`config.mk`:
```
export PLATFORM = sky130hd
export DESIGN_NAME = out_ctl
export DESIGN_NICKNAME = d
export VERILOG_FILES = /design/src/rtl/out_ctl.sv
export SDC_FILE = /design/constraint.sdc
export NUM_CORES = 1
export LEC_CHECK = 0
export BUFFER_PORTS_ARGS = -buffer_cell sky130_fd_sc_hd__buf_2
export CORE_MARGIN = 5
export CORE_UTILIZATION = 56
export DETAILED_ROUTE_END_ITERATION = 8
export PLACE_DENSITY = 0.79
export SYNTH_ARGS = -nofsm -noshare
export SYNTH_HDL_FRONTEND = slang
export SYNTH_SLANG_ARGS = --single-unit
export TNS_END_PERCENT = 100
```
`constraint.sdc`:
```
create_clock -name clk -period 1.75 [get_ports clk]
set_clock_uncertainty 0.15 [all_clocks]
set_input_delay 0.4375 -clock clk [delete_from_list [all_inputs] [get_ports clk]]
set_output_delay 0.4375 -clock clk [all_outputs]
set_load 0.02 [all_outputs]
```
`src/rtl/out_ctl.sv`:
```
// Output-side controller: converts each finished accumulator result (round, ReLU, saturate),
// buffers it in a 2-entry FIFO and streams it out over a valid/ready handshake.
module out_ctl #(
  parameter int ACCW = 32,
  parameter int OW   = 16
) (
  input  logic            clk,
  input  logic            rst,
  input  logic [4:0]      sample,
  input  logic [4:0]      shift,
  input  logic            relu,
  input  logic            s_init,
  input  logic            k_fin,
  input  logic [ACCW-1:0] acc,
  output logic            out_busy,
  output logic            outrf,
  output logic            m_valid,
  input  logic            m_ready,
  output logic [OW-1:0]   m_data,
  output logic            m_last,
  output logic            ovf
);

  // Saturation limits held at the widened conversion width so the compare sees the full value.
  localparam logic signed [ACCW:0] SAT_MAX = {{(ACCW-OW+2){1'b0}}, {(OW-1){1'b1}}};
  localparam logic signed [ACCW:0] SAT_MIN = {{(ACCW-OW+2){1'b1}}, {(OW-1){1'b0}}};
  localparam logic signed [ACCW:0] ONE     = {{ACCW{1'b0}}, 1'b1};
  localparam logic [OW-1:0]        OUT_MAX = {1'b0, {(OW-1){1'b1}}};
  localparam logic [OW-1:0]        OUT_MIN = {1'b1, {(OW-1){1'b0}}};

  logic signed [ACCW:0] ext;
  logic signed [ACCW:0] rnd;
  logic signed [ACCW:0] sum;
  logic signed [ACCW:0] r;
  logic [OW-1:0]        conv;

  logic [OW-1:0] mem [2];
  logic          wptr;
  logic          rptr;
  logic [1:0]    count;
  logic [4:0]    oc;
  logic          push;
  logic          pop;

  // One guard bit keeps the rounding add from wrapping at the positive extreme.
  always_comb begin
    ext  = {acc[ACCW-1], acc};
    rnd  = '0;
    if (shift != 5'd0) rnd = ONE << (shift - 5'd1);
    sum  = ext + rnd;
    r    = (shift == 5'd0) ? ext : (sum >>> shift);
    if (relu && (r < 0)) r = '0;
    if (r > SAT_MAX)      conv = OUT_MAX;
    else if (r < SAT_MIN) conv = OUT_MIN;
    else                  conv = r[OW-1:0];
  end

  assign m_valid  = (count != 2'd0);
  assign outrf    = (count == 2'd0);
  assign out_busy = (count != 2'd0);
  assign m_data   = mem[rptr];
  assign m_last   = m_valid & (oc == sample);

  assign pop  = m_valid & m_ready;
  // A pop in the same cycle frees the head slot, so a full FIFO can still accept.
  assign push = k_fin & ((count != 2'd2) | pop);

  always_ff @(posedge clk or posedge rst) begin
    if (rst) begin
      mem[0] <= '0;
      mem[1] <= '0;
      wptr   <= 1'b0;
      rptr   <= 1'b0;
      count  <= 2'd0;
    end else begin
      if (push) begin
        mem[wptr] <= conv;
        wptr      <= ~wptr;
      end
      if (pop) rptr <= ~rptr;
      case ({push, pop})
        2'b10:   count <= count + 2'd1;
        2'b01:   count <= count - 2'd1;
        default: count <= count;
      endcase
    end
  end

  always_ff @(posedge clk or posedge rst) begin
    if (rst) begin
      oc  <= 5'd0;
      ovf <= 1'b0;
    end else begin
      if (s_init)           ovf <= 1'b0;
      else if (k_fin && !push) ovf <= 1'b1;
      if (s_init)           oc <= 5'd0;
      else if (pop)         oc <= (oc == sample) ? 5'd0 : oc + 5'd1;
    end
  end

endmodule

```
==> flow_summary_export.csv, run 1 <==
group,metric,value,unit
run_status,outcome,"stopped before the end",
run_status,haltStage,"global routing (5_1_grt)",
run_status,error_line,"[ERROR GRT-0232] Routing congestion too high. Check the congestion heatmap in the GUI.",
synthesis,synth-edff-count,0,
synthesis,ys_async_sr_fraction,1.000,
placed_design,port_buffers,68,
placed_design,dpl.hpwl,28.50,mm
synthesis,synth.area.top_cells,"dfrtp_1 14%, nand2_1 7.9%, nor2_1 6.0%, a21oi_1 5.8%, ha_1 5.7%",
floorplan,rows,42,
synthesis,synth_top_cell_area_share,0.1401,
synthesis,muxShareOfSynthArea,0.1088,
synthesis,synth_cells,1070,
cts,cts_buffers,5,
synthesis,synth_ff_type,"dfrtp_1",
synthesis,avgSynthCellArea,7.010,um2
placed_design,dp.cells,1614,
synthesis,yosys.area.top_type,"dfrtp_1",
timing,worst_endpoint,"mem[10]$_DFFE_PP0P_/D",
cts,numClockSinks,42,
placed_design,place_congestion,1.075,
cts,htree_levels,2,
synthesis,synth_fa_ha_area_frac,0.05938,
floorplan,die_w,125.7,um
synthesis,synth_top_family_by_area,"compound AO/OA/AOI/OAI gates",
synthesis,ys_types,85,
synthesis,synthSimpleGateAreaFrac,0.2636,
floorplan,start_util,0.5687,
global_route,grt_max_degree,43,
synthesis,synthesis.nets,1153,
synthesis,yosys_warnings,0,
synthesis,synth.yosys.seq_area_share,0.1401,
synthesis,ys_ff_latch,42,
synthesis,synth_xor_area_frac,0.03503,
synthesis,syn-cell-area,7501,um2
global_route,grtUsageTotal,0.8328,
synthesis,synth.most_common_cell,"nand2_1",
cts,root_buffer,"clkbuf_16",
global_route,grt.overflow.total,299,
floorplan,fp.dieH,125.7,um
cts,cts_max_path_buffers,2,
synthesis,synth_compound_area_frac,0.3408,
timing,worst-endpoint-pin-kind,"register data pin",
floorplan,io_pins,69,
synthesis,synth_common_cells,"158 x nand2_1, 119 x nor2_1, 87 x a21oi_1",
==> timing repair <==
action,in CTS
pin swaps,73
buffers inserted,29
gates cloned,3
gates resized for setup,156
endpoints found under the setup margin,52
hold buffers,0
==> metal layers <==
metal / track usage / GRT overflow
met1: 0.8044 / 3
met2: 0.9928 / 179
met3: 0.6922 / 4
met4: 0.9091 / 113
met5: 0.2477 / 0
==> metrics by stage <==
step | hold WS, ns | utilization | cell area [um2] | setup WS [ns]
CTS | 0.1452 | 0.8958 | 11820 | -3.288
global placement | 0.3060 | 0.8128 | 10720 | -3.820
detailed placement | 0.3254 | 0.8128 | 10720 | -4.138
floorplan | 0.2944 | - | 7636 | -3.589
==> cells by family after synthesis <==
kind of cell | after synthesis
and+or+nand+nor | 436
AOI/OAI and AO/OA | 366
buffers and inverters | 93
muxes | 67
DFF | 42
adders and majority gates | 35
xor gates and xnor gates | 30
other | 1
==> run 2: changes to the inputs <==
--- a/config.mk
+++ b/config.mk
@@ -7,9 +7,9 @@
 export LEC_CHECK = 0
 export BUFFER_PORTS_ARGS = -buffer_cell sky130_fd_sc_hd__buf_2
 export CORE_MARGIN = 5
-export CORE_UTILIZATION = 56
+export CORE_UTILIZATION = 40
 export DETAILED_ROUTE_END_ITERATION = 8
-export PLACE_DENSITY = 0.79
+export PLACE_DENSITY_LB_ADDON = 0.15
 export SYNTH_ARGS = -nofsm -noshare
 export SYNTH_HDL_FRONTEND = slang
 export SYNTH_SLANG_ARGS = --single-unit
==> constraint.sdc (replaced) <==
create_clock -name clk -period 2.27 [get_ports clk]
set_clock_uncertainty 0.15 [all_clocks]
set_input_delay 0.5675 -clock clk [delete_from_list [all_inputs] [get_ports clk]]
set_output_delay 0.5675 -clock clk [all_outputs]
set_load 0.02 [all_outputs]
==> flow_summary_export.csv, run 2 <==
group,metric,value,unit
route,drtPass1Iterations,6,
timing,relSlewSlack,0.5838,
timing,setup_tns,-90.86,ns
synthesis,synth_top_family_by_area,"compound AO/OA/AOI/OAI gates",
timing,layout_setup_ws,-2.977,ns
timing,finalCriticalPeriod,5.247,ns
placed_design,place_congestion,1.033,
route,wire_per_inst,20.39,um
timing,report.final.setup_viol,32,
run_status,violations,"negative setup slack",
cts,numClockSinks,42,
synthesis,syn-cell-area,7501,um2
finish,layout_common_cells,"377 x buf_4, 150 x nand2_1, 108 x nor2_1",
synthesis,synthesis.nets,1153,
route,drc,0,
power,combPwrFrac,0.665,
global_route,grt_pass1_wl,53.48,mm
cts,cts_tree,"yes",
worst_setup_path,crit_type,"in2reg",
synthesis,synth_compound_area_frac,0.3408,
power,seqPwrFrac,0.217,
worst_setup_path,cp_max_fo,6,
synthesis,ys_async_sr_fraction,1.000,
power,p_sw,2.611,mW
worst_setup_path,path_delay_family,"simple AND/OR/NAND/NOR gates",
global_route,grt_max_degree,30,
power,cellLeakagePower,5.421,nW
cts,cts_max_path_buffers,2,
timing,slew_viol_final,0,
worst_setup_path,rr_startpoint,"count[0]",
floorplan,die_w,146.9,um
timing,hold_violations,0,
cts,ctsHoldBuffers,0,
finish,layout-drive-gt1-share,0.4346,
worst_setup_path,cpPeakStageDelay,0.52,ns
synthesis,synth.yosys.seq_area_share,0.1401,
timing,worst_pin_slew,0.6236,ns
synthesis,synth_fa_ha_area_frac,0.05938,
timing,rsz0062_at_grt,"true",
worst_setup_path,end_kind,"flip-flop",
cts,clkLatencyLatePin,0.28,ns
placed_design,place_ws,-3.521,ns
power,power.internal,3.322,mW
cts,htree_levels,2,
timing,fin_crit_sh,2.312,
power,power,5.933,mW
synthesis,ys_ff_latch,42,
placed_design,dp.cells,1659,
placed_design,dpl.hpwl,27.53,mm
synthesis,synth_ff_type,"dfrtp_1",
power,swShare,0.4401,
floorplan,fp.dieH,146.9,um
worst_setup_path,crit_path_start,"shift[0]",
floorplan,io_pins,69,
finish,largest_register,"mem",
finish,largest_reg_flops,32,
synthesis,synthSimpleGateAreaFrac,0.2636,
synthesis,synth_xor_area_frac,0.03503,
worst_setup_path,cp_data_required_time,2.28,ns
synthesis,synth.most_common_cell,"nand2_1",
synthesis,synth_common_cells,"158 x nand2_1, 119 x nor2_1, 87 x a21oi_1",
timing,max_freq,0.1906,GHz
floorplan,core_area,18580,um2
synthesis,avgSynthCellArea,7.010,um2
cts,cts_buffers,5,
floorplan,rows,50,
cts,clk_pin_slew_worst_paths,0.06,ns
finish,area.growth.synth_to_final,57.33,%
finish,top_regs,"mem x32, oc x5, count x2",
worst_setup_path,reg2regPathDepth,8,
finish,final_area,11800,um2
finish,fillCellCount,1761,
global_route,grtUsageTotal,0.3075,
global_route,grt_pass1_vias,9833,
finish,final_core_util,0.6352,
worst_setup_path,r2r_slack,0.36,ns
timing,whs,0.2024,ns
route,via_per_inst,5.981,
synthesis,yosys_warnings,0,
route,wl,34.84,mm
worst_setup_path,cp.depth,25,
route,ant_nets,0,
floorplan,die-area,21590,um2
placed_design,port_buffers,68,
worst_setup_path,cp_slowest_cell,"mux4_2",
route,first_iter_violations,876,
route,num_vias,10222,
hold_path,holdCritPathClass,"in2async",
finish,diodes,0,
worst_setup_path,cp_data_arrival_time,5.26,ns
run_status,outcome,"finished, violations left",
worst_setup_path,crit_path_end,"mem[19]",
placed_design,placed_area,10650,um2
finish,stdcell_count,1709,
power,power_density,502.7,nW/um2
synthesis,ys_types,85,
worst_setup_path,reg2reg_to,"mem[12]",
worst_setup_path,critPathBufInv,6,
power,power.share.clock,0.118,
global_route,antenna_found_initial,0,
worst_setup_path,cp-start-kind,"input port",
synthesis,synth-edff-count,0,
worst_setup_path,cpMostUsedCell,"buf_6",
synthesis,synth.area.top_cells,"dfrtp_1 14%, nand2_1 7.9%, nor2_1 6.0%, a21oi_1 5.8%, ha_1 5.7%",
finish,layout_commonest_cell,"buf_4",
synthesis,yosys.area.top_type,"dfrtp_1",
power,peakVddDrop,0.0003449,V
synthesis,synth_top_cell_area_share,0.1401,
run,maxCapViolCount,0,
floorplan,start_util,0.4037,
cts,root_buffer,"clkbuf_16",
finish,finalNetCount,1557,
synthesis,muxShareOfSynthArea,0.1088,
global_route,grt.overflow.total,0,
synthesis,synth_cells,1070,
## run 2: power groups by stage
stage / clock (mW) / combinational (mW) / sequential, mW
after global placement: 0 / 3.55 / 1.28
final: 0.701 / 3.94 / 1.29
after CTS: 0.713 / 3.81 / 1.29
after detailed placement: 0 / 3.57 / 1.30
after global routing: 0.748 / 4.26 / 1.34
after floorplan: 0 / 2.20 / 1.24
## run 2: layout make-up
class	instances	area [um2]	share of cell area
clock inverter	3	21.27	0.001802
multi-input combinational	935	6701	0.5679
inverter	22	82.58	0.006997
clock buffer	5	125.1	0.01060
tap	234	292.8	0.02481
sequential	42	1051	0.08906
timing repair buffer	468	3527	0.2989
## run 2: how the worst min path moves through the flow
stage / startpoint / to / slack [ns] / depth (start not counted)
2_1_floorplan: mem[15] / mem[15] / 0.29 / 2
3_3_place_gp: mem[31] / mem[31] / 0.31 / 2
3_5_place_dp: mem[31] / mem[31] / 0.32 / 2
4_1_cts: rst / oc[4] / 0.22 / 2
5_1_grt: rst / oc[4] / 0.24 / 2
6_report: rst / oc[4] / 0.20 / 2
## run 2: what timing repair did
item | in CTS | in global routing
endpoints found under the setup margin | 32 | 32
gates cloned | 3 | 1
buffers inserted | 23 | 18
resized for setup | 70 | 89
pin swaps | 44 | 39
## run 2: metal layers
metal / part of all wire / GRT usage / vias to the layer above
li1: - / - / 4863
met1: 0.41 / 0.3896 / 4808
met2: 0.48 / 0.5375 / 440
met3: 0.059 / 0.01912 / 111
met4: 0.052 / 0.1398 / 0
met5: 0 / 0 / -
## run 2: cells by family (layout without fill, tap and decap cells)
group,count (synthesis),count (layout)
simple gates,436,436
flops,42,42
other cells,1,1
fa+ha+maj,35,35
buf+inv,93,498
mux,67,67
xor+xnor,30,30
compound gates,366,366
## run 2: worst register-to-register path, stage by stage, from the launching register on
cell       delay [ns]
dfrtp_1          0.43
nor3b_1          0.28
nand2b_1         0.25
inv_1            0.10
nand2_1          0.12
nor2b_1          0.08
o21ai_4          0.10
clkbuf_16        0.19
o211ai_1         0.09
(Power assumes the default switching activity.)
==> run 3: changes to the inputs <==
--- a/config.mk
+++ b/config.mk
@@ -5,6 +5,7 @@
 export SDC_FILE = /design/constraint.sdc
 export NUM_CORES = 1
 export LEC_CHECK = 0
+export ABC_AREA = 1
 export BUFFER_PORTS_ARGS = -buffer_cell sky130_fd_sc_hd__buf_2
 export CORE_MARGIN = 5
 export CORE_UTILIZATION = 40
==> flow_summary_export.csv, run 3 <==
group,metric,value,unit
route,wl_met3,1.715,mm
global_route,grtUsageTotal,0.2653,
route,drtPass1Iterations,6,
placed_design,port_buffers,68,
finish,top_regs,"mem x32, oc x5, count x2",
finish,final_area,11240,um2
placed_design,dp.cells,1869,
cts,cts_tree,"yes",
finish,layout-drive-gt1-share,0.3830,
finish,fillCellCount,1855,
power,power,5.431,mW
power,peakVddDrop,0.0004171,V
worst_setup_path,critPathBufInv,5,
cts,root_buffer,"clkbuf_16",
cts,htree_levels,2,
floorplan,core_area,18580,um2
route,via_per_inst,5.086,
worst_setup_path,path_delay_family,"simple AND/OR/NAND/NOR gates",
worst_setup_path,cp-start-kind,"input port",
floorplan,rows,50,
worst_setup_path,cp_max_fo,8,
placed_design,placed_area,9478,um2
route,wl_met2,13.59,mm
route,drc,0,
route,wire_per_inst,15.70,um
timing,finalCriticalPeriod,4.337,ns
finish,stdcell_count,1918,
timing,relSlewSlack,0.6273,
timing,layout_setup_ws,-2.067,ns
timing,slew_viol_final,0,
finish,diodes,0,
worst_setup_path,cp_slowest_cell,"fa_2",
power,power_density,483.1,nW/um2
worst_setup_path,cp.depth,39,
cts,clkLatencyLatePin,0.28,ns
synthesis,synth.yosys.seq_area_share,0.1400,
worst_setup_path,cpMostUsedCell,"nand2_1",
worst_setup_path,r2r_slack,0.35,ns
route,met1Wirelength,13.96,mm
synthesis,syn-cell-area,7505,um2
synthesis,synth_common_cells,"572 x nand2_1, 180 x inv_1, 166 x nand3_1",
timing,max_freq,0.2306,GHz
global_route,antenna_found_initial,0,
global_route,grt.overflow.total,0,
synthesis,synth_cells,1413,
route,first_iter_violations,827,
worst_setup_path,cp_data_required_time,2.34,ns
route,wl,30.12,mm
worst_setup_path,rr_startpoint,"count[0]",
cts,cts_buffers,5,
run,maxCapViolCount,0,
synthesis,ys_async_sr_fraction,1.000,
synthesis,synthesis.nets,1496,
floorplan,fp.dieH,147.0,um
run_status,violations,"negative setup slack",
global_route,grt_pass1_vias,8856,
cts,clk_pin_slew_worst_paths,0.06,ns
finish,largest_register,"mem",
finish,finalNetCount,1766,
run_status,outcome,"finished, violations left",
cts,numClockSinks,42,
worst_setup_path,reg2reg_to,"oc[4]",
synthesis,yosys.area.top_type,"nand2_1",
global_route,grt_pass1_wl,46.29,mm
cts,ctsHoldBuffers,0,
synthesis,ys_types,55,
route,top_layer_used,"met4",
synthesis,synth-edff-count,0,
synthesis,yosys_warnings,0,
synthesis,synth.area.top_cells,"nand2_1 29%, dfrtp_1 14%, nand3_1 11%, inv_1 9.0%, ha_1 5.7%",
floorplan,start_util,0.4039,
timing,fin_crit_sh,1.911,
global_route,grt_max_degree,49,
synthesis,synth.most_common_cell,"nand2_1",
timing,rsz0062_at_grt,"true",
power,cellLeakagePower,6.244,nW
timing,worst_pin_slew,0.5585,ns
synthesis,synth_top_cell_area_share,0.2861,
worst_setup_path,crit_type,"in2reg",
finish,largest_reg_flops,32,
worst_setup_path,cpPeakStageDelay,0.37,ns
route,ant_nets,0,
worst_setup_path,cp_data_arrival_time,4.41,ns
placed_design,place_congestion,0.9688,
synthesis,synth_ff_type,"dfrtp_1",
hold_path,holdCritPathClass,"in2async",
finish,layout_commonest_cell,"nand2_1",
synthesis,ys_ff_latch,42,
finish,area.growth.synth_to_final,49.80,%
synthesis,avgSynthCellArea,5.311,um2
floorplan,io_pins,69,
timing,report.final.setup_viol,32,
cts,cts_max_path_buffers,2,
floorplan,die-area,21600,um2
route,num_vias,9754,
placed_design,dpl.hpwl,23.86,mm
worst_setup_path,end_kind,"flip-flop",
finish,layout_common_cells,"484 x nand2_1, 241 x buf_4, 173 x inv_1",
timing,hold_violations,0,
worst_setup_path,reg2regPathDepth,7,
floorplan,die_w,147.0,um
run 3: cell count changes after synthesis, sizes merged, moves of 13 or more:
cell / before / now
a211oi: 28 / 1
a21oi: 90 / 35
clkbuf: 41 / 28
inv: 19 / 187
mux2: 23 / 0
mux2i: 35 / 1
nand2: 158 / 616
nand3: 45 / 175
nor3: 32 / 4
o211ai: 55 / 8
run 3: worst max path at each step:
| stage | end | start |
|---|---|---|
| final | mem[12] | shift[0] |
| after global routing | mem[12] | shift[0] |
| after CTS | mem[7] | shift[1] |
| after detailed placement | mem[13] | shift[0] |
| after global placement | mem[11] | shift[1] |
| after floorplan | mem[26] | shift[0] |
run 3: worst reg2reg max path: stages (launching register included):
cell	delay, ns
dfrtp_1	0.43
nor2_1	0.27
nor2_1	0.15
buf_4	0.17
nor2_1	0.21
inv_1	0.14
and3_1	0.16
nor3_1	0.15
run 3: timing repair:
| item | 4_1_cts | 5_1_grt |
|---|---|---|
| pin swaps | 79 | 53 |
| gates resized for setup | 194 | 118 |
| buffers inserted | 31 | 11 |
| endpoints found under the setup margin | 33 | 41 |
| gates cloned | 2 | 0 |
| endpoints found under the hold margin | 0 | 0 |
run 3: cell families (layout without fill, tap and decap cells):
logic type | Yosys count | count (layout) | share of synthesized area
AOI/OAI and AO/OA | 132 | 132 | 0.1045
other | 1 | 1 | 0.0004997
and+or+nand+nor | 930 | 931 | 0.5287
muxes | 1 | 1 | 0.001334
adders and majority gates | 35 | 35 | 0.05935
buffers and inverters | 248 | 518 | 0.1375
xor gates and xnor gates | 24 | 24 | 0.02801
DFF | 42 | 42 | 0.1400
run 3: power breakdown:
| part | total [mW] | switching (mW) | internal [mW] |
|---|---|---|---|
| Clock | 0.721 | 0.285 | 0.436 |
| Combinational | 3.41 | 2.10 | 1.32 |
| Sequential | 1.30 | 0.203 | 1.09 |
| Total | 5.43 | 2.59 | 2.84 |
run 3: cell type report:
type / count / area [um2] / area share
multi-input cells: 1124 / 6719 / 0.5977
repair buffers: 318 / 2303 / 0.2049
flip-flops and latches: 42 / 1051 / 0.09349
inverters: 192 / 728.2 / 0.06477
well taps: 234 / 292.8 / 0.02604
clock buffers: 7 / 142.6 / 0.01269
clock inverters: 1 / 5.005 / 0.0004452
run 3: through the flow:
step,hold WS (ns),setup TNS [ns],worst slack [ns],util
finish,0.2667,-63.76,-2.067,0.6051
global route,0.3431,-70.92,-2.299,0.6051
floorplan,0.2987,-67.91,-2.220,-
global placement,0.3140,-77.30,-2.509,0.5101
CTS,0.2857,-60.64,-1.951,0.5767
detailed placement,0.3155,-77.82,-2.510,0.5101
run 3: per-layer routing:
metal | up-vias | track usage
met2 | 302 | 0.4259
met1 | 4429 | 0.3752
met4 | 0 | 0.06710
li1 | 4985 | -
met5 | - | 0
met3 | 38 | 0.03825
